## src/rtl/miner_job_ctrl.sv

```systemverilog
// miner_job_ctrl
// Host-side controller that takes one job at a time from a valid/ready source,
// restarts the nonce-search miner with that job, and returns one result per job
// (found nonce or timeout) over a second valid/ready handshake.
//
// Job lifecycle: IDLE -> LOAD -> RUN -> DONE -> IDLE.
//  - LOAD holds miner_run low for one full cycle with the new data/target already
//    stable, so the miner always restarts cleanly on the new job.
//  - RUN counts the cycles the miner has spent searching. A finish reported by
//    the miner beats a timeout that expires on the same cycle.
//  - DONE holds the result until the consumer takes it.
// Everything the miner or the result consumer sees is registered; only
// job_ready and busy are decoded directly from the state.

module miner_job_ctrl #(
    parameter int          BYTE    = 8,
    parameter logic [31:0] TIMEOUT = 32'd0,
    parameter int          CNT_W   = 32
) (
    input  logic                 clk,
    input  logic                 reset,

    input  logic                 job_valid,
    output logic                 job_ready,
    input  logic [BYTE*12-1:0]   job_data,
    input  logic [7:0]           job_target,

    output logic                 miner_run,
    output logic [BYTE*12-1:0]   miner_data,
    output logic [7:0]           miner_target,
    input  logic                 miner_finished,
    input  logic [31:0]          miner_nonce,

    output logic                 res_valid,
    input  logic                 res_ready,
    output logic [31:0]          res_nonce,
    output logic                 res_timeout,
    output logic [CNT_W-1:0]     res_cycles,

    output logic                 busy
);

    typedef enum logic [1:0] {
        IDLE = 2'd0,
        LOAD = 2'd1,
        RUN  = 2'd2,
        DONE = 2'd3
    } state_t;

    // A zero TIMEOUT disables the abort path entirely.
    localparam logic             TO_EN     = (TIMEOUT != 32'd0);
    localparam logic [CNT_W-1:0] TO_LAST   = CNT_W'(TIMEOUT - 32'd1);
    localparam logic [CNT_W-1:0] TO_CYCLES = CNT_W'(TIMEOUT);
    localparam logic [CNT_W-1:0] CNT_MAX   = '1;
    localparam logic [CNT_W-1:0] CNT_ONE   = CNT_W'(1);

    state_t               state_q;
    logic [CNT_W-1:0]     cnt_q;
    logic [CNT_W-1:0]     cnt_d;
    logic                 timeoutHit;

    logic                 miner_run_q;
    logic [BYTE*12-1:0]   miner_data_q;
    logic [7:0]           miner_target_q;
    logic                 res_valid_q;
    logic [31:0]          res_nonce_q;
    logic                 res_timeout_q;
    logic [CNT_W-1:0]     res_cycles_q;

    // Next value of the RUN cycle counter: increments but sticks at all-ones
    // so a very long job never reports a wrapped (too small) cycle count.
    always_comb begin
        cnt_d = cnt_q;
        if (cnt_q != CNT_MAX) begin
            cnt_d = cnt_q + CNT_ONE;
        end
    end

    // The counter holds the number of completed RUN cycles before this edge,
    // so the last allowed cycle is the one where it equals TIMEOUT-1.
    assign timeoutHit = TO_EN && (cnt_q == TO_LAST);

    // Job FSM together with every registered output it drives.
    always_ff @(posedge clk or posedge reset) begin
        if (reset) begin
            state_q        <= IDLE;
            cnt_q          <= '0;
            miner_run_q    <= 1'b0;
            miner_data_q   <= '0;
            miner_target_q <= '0;
            res_valid_q    <= 1'b0;
            res_nonce_q    <= '0;
            res_timeout_q  <= 1'b0;
            res_cycles_q   <= '0;
        end else begin
            case (state_q)
                IDLE: begin
                    miner_run_q <= 1'b0;
                    if (job_valid) begin
                        miner_data_q   <= job_data;
                        miner_target_q <= job_target;
                        state_q        <= LOAD;
                    end
                end

                LOAD: begin
                    miner_run_q <= 1'b1;
                    cnt_q       <= '0;
                    state_q     <= RUN;
                end

                RUN: begin
                    if (miner_finished) begin
                        res_nonce_q   <= miner_nonce;
                        res_timeout_q <= 1'b0;
                        res_cycles_q  <= cnt_d;
                        res_valid_q   <= 1'b1;
                        miner_run_q   <= 1'b0;
                        state_q       <= DONE;
                    end else if (timeoutHit) begin
                        res_nonce_q   <= '0;
                        res_timeout_q <= 1'b1;
                        res_cycles_q  <= TO_CYCLES;
                        res_valid_q   <= 1'b1;
                        miner_run_q   <= 1'b0;
                        state_q       <= DONE;
                    end else begin
                        cnt_q <= cnt_d;
                    end
                end

                DONE: begin
                    if (res_ready) begin
                        res_valid_q <= 1'b0;
                        state_q     <= IDLE;
                    end
                end

                default: begin
                    state_q     <= IDLE;
                    miner_run_q <= 1'b0;
                    res_valid_q <= 1'b0;
                end
            endcase
        end
    end

    assign job_ready    = (state_q == IDLE);
    assign busy         = (state_q != IDLE);
    assign miner_run    = miner_run_q;
    assign miner_data   = miner_data_q;
    assign miner_target = miner_target_q;
    assign res_valid    = res_valid_q;
    assign res_nonce    = res_nonce_q;
    assign res_timeout  = res_timeout_q;
    assign res_cycles   = res_cycles_q;

endmodule

```

## config.mk

```make
export PLATFORM = sky130hd
export DESIGN_NAME = miner_job_ctrl
export DESIGN_NICKNAME = d
export VERILOG_FILES = /design/src/rtl/miner_job_ctrl.sv
export SDC_FILE = /design/constraint.sdc
export NUM_CORES = 1
export LEC_CHECK = 0
export BUFFER_PORTS_ARGS = -buffer_cell sky130_fd_sc_hd__buf_2
export CAP_MARGIN = 15
export CORE_UTILIZATION = 50
export DETAILED_ROUTE_END_ITERATION = 8
export HOLD_SLACK_MARGIN = 0.12
export PLACE_DENSITY_LB_ADDON = 0.1
export SLEW_MARGIN = 0
export SYNTH_ARGS = -nofsm -noshare
export SYNTH_HDL_FRONTEND = slang
export SYNTH_SLANG_ARGS = --single-unit
```

## constraint.sdc

```tcl
create_clock -name clk -period 7.34 [get_ports clk]
set_input_delay 0.734 -clock clk [delete_from_list [all_inputs] [get_ports clk]]
set_output_delay 0.734 -clock clk [all_outputs]
set_load 0.01 [all_outputs]
```

==> impl_metrics.toml <==
[floorplanning]
fp.dieW_um = 135
pin_count = 314
core_area_um2 = 17300
die_area_um2 = 18300
num_rows = 48
dieHeight_um = 135
floorplan.initialDensity_pct = 51.3

[final_layout]
instances_no_fill = 1314
mostFrequentLayoutCell = "buf_2"
commonest_cells_after_routing_fill_and_taps_aside = "312 x buf_2, 204 x dfrtp_1, 159 x nand2_1"
area_delta_synth_final_pct = 26.9
final_net_count = 1218
post_route_cells_drive_above_1_share_pct = 44.2

[synth]
synth_cell_types = 58
primary_ff_master_synth = "dfrtp_1"
syn-mean-instance-area_um2 = 11.4
netlist_area_um2 = 8870
number_of_flops_mapped_to_enable_cells_by_yosys = 0
yosys_register_bits = 204
synth_warnings = 0
synth.yosys.seq_area_share_pct = 57.6
async_reset_ff_share_pct = 100
synth_fp_nets = 927
synthCells = 780

[sta]
finalSetupTns_ps = 0
slew-limit-headroom_pct = 29.6
maxSlewViolCount = 0
endpoints_failing_setup = 0
achievable-frequency_mhz = 388
fin_worst_skew_ps = 21.2
final_critical_path_share_of_the_clock_period_pct = 35.1
final_hold_viol_count = 0
clock_period_minus_final_worst_setup_slack_ps = 2580
rsz0062_at_grt = "no"
tightest_slew_ps = 1050

[setup_path]
cp.required_ps = 7750
worstPathArrival_ps = 2990
reg2reg_start = "cnt_q[0]"
timing.setup.critical_path_class = "reg -> reg"
crit-reg2reg-capture = "res_cycles[22]"
kind_of_capture_point_of_the_worst_setup_path = "flip-flop"
crit_path_start_kind = "flip-flop"
worst-r2r-cell-count = 6
critPathMaxFanout = 17
r2r_setup_slack_ps = 4760

[run]
maxCapViolations = 0

[clock_tree]
ctsHoldBuffers = 0
htree_levels = 1
post-cts-setup-buffers = 0
clock_sink_count = 204
ctsLongestPathBuffers = 3
ctsResizeCount = 0
clock-root-buffer = "clkbuf_16"
cts_tree = "yes"
clkSlewWorstSetupHoldPaths_ps = 60
clock_buffer_count_from_cts = 22
clock_latency_ps = 500

[pwr]
power.density_nw_per_um2 = 382
power.leakage_nw = 5.58
power.total_mw = 4.30
peakVddDrop_v = 0.000242

[placement]
dp.cells = 1272
detailed_placement_hpwl_um = 16200
place_congestion = 0.800
place.port_buffers = 312

[global_route]
residual_overflow_from_global_routing = 0
global_route_wire_length_before_repair_um = 35400
grt_start_max_net_pins = 131
grt_antenna_before_repair = 4
grt_pass1_vias = 6673
groute.usage.overall_pct = 24.7

[route]
drt-vias-per-instance = 5.23
drt_wl_total_um = 22800
drt_first_pass_iters = 4
detailroute.via_count = 6867
detail_route.wl_per_cell_um = 17.4
drc = 0
dr.first_iter.drc_count = 338
ant_nets = 0

[hold_path]
timing.hold.worst.class = "in -> async"

[run_status]
run_status = "finished, final reports clean"
worst max-delay path, cell delays in order, from the launching register on:
cell     delay [ps]
dfrtp_1         430
ha_1            230
and4_1          330
and4_1          680
nand3_2         290
or3_1           380
a31oi_1         160
routing by layer:
metal / GRT usage [%] / up-vias / share of wire (%)
met5: 0 / - / 0
met4: 8.93 / 0 / 2.4
met3: 4.71 / 30 / 5.8
met2: 41.9 / 203 / 51
met1: 31.5 / 3321 / 41
li1: - / 3313 / -
cells by family after synthesis:
| kind of cell | after synthesis | synth area share, % |
|---|---|---|
| AOI/OAI and AO/OA | 115 | 8.49 |
| xor gates and xnor gates | 20 | 1.97 |
| adders and majority gates | 6 | 0.846 |
| buffers and inverters | 58 | 2.81 |
| DFF | 204 | 57.6 |
| muxes | 109 | 13.8 |
| other | 1 | 0.0423 |
| and+or+nand+nor | 267 | 14.5 |
registers in the layout (all words and copies together) (netlist names):
name,flops
state_q,2
miner_run,1
res_cycles,32
res_valid,1
miner_target,8
miner_data,96
res_nonce,32
cnt_q,32
cells in the mapped netlist, drive strengths merged (3+ instances only):
library cell    n  area [um^2]
nor3            5         25.0
a2111oi         4         60.1
and2            3         18.8
nand2         161          604
xnor2          18          158
nand3b          5         37.5
nor2           17         63.8
nand2b         12         75.1
o41ai           6         52.6
or4             3         30.0
inv             8         30.0
mux2          106         1190
or3             9         56.3
nor4            5         58.8
a21oi          25          125
and3            6         37.5
buf            16         88.8
ha              6         75.1
o21ai          42          214
or2             3         18.8
nand3          19          100
dfrtp         204         5100
a211oi          3         27.5
a31oi          16          100
mux2i           3         30.0
o311ai          6         52.6
nand4          12          103
and4            4         35.0
clkbuf         34          130
worst max path at each step:
stage	end	cells after the start	startpoint	slack, ps
3_3_place_gp	miner_data[7]	3	reset	4760
3_5_place_dp	cnt_q[22]	6	cnt_q[0]	4770
4_1_cts	cnt_q[22]	6	cnt_q[0]	4770
2_1_floorplan	cnt_q[0]	1	reset	1040
6_report	res_cycles[22]	6	cnt_q[0]	4760
5_1_grt	cnt_q[20]	6	cnt_q[0]	4430
through the flow:
step           setup WS (ps)  area (um^2)  utilization, %  hold slack (ps)
2_1_floorplan           1040         8870               -              493
3_3_place_gp            4760        10600            61.0              453
3_5_place_dp            4770        10600            61.0              457
4_1_cts                 4770        11200            65.0              402
5_1_grt                 4430        11300            65.1              408
6_report                4760        11300            65.1              389
power by group:
group          leakage (nW)  internal [mW]  switching (mW)
sequential             2.56           1.53           0.194
clock                 0.346          0.627           0.432
combinational          2.67          0.685           0.827
total                  5.58           2.85            1.45
final cells by class:
cell class | instances | area, um^2
timing repair buffer | 317 | 1600
sequential | 204 | 5100
clock inverter | 7 | 71.3
fill | 1407 | 6040
antenna | 4 | 10.0
multi-input combinational | 518 | 3530
clock buffer | 31 | 624
inverter | 8 | 37.5
tap | 225 | 282
Power figures use the tool's default switching activity.
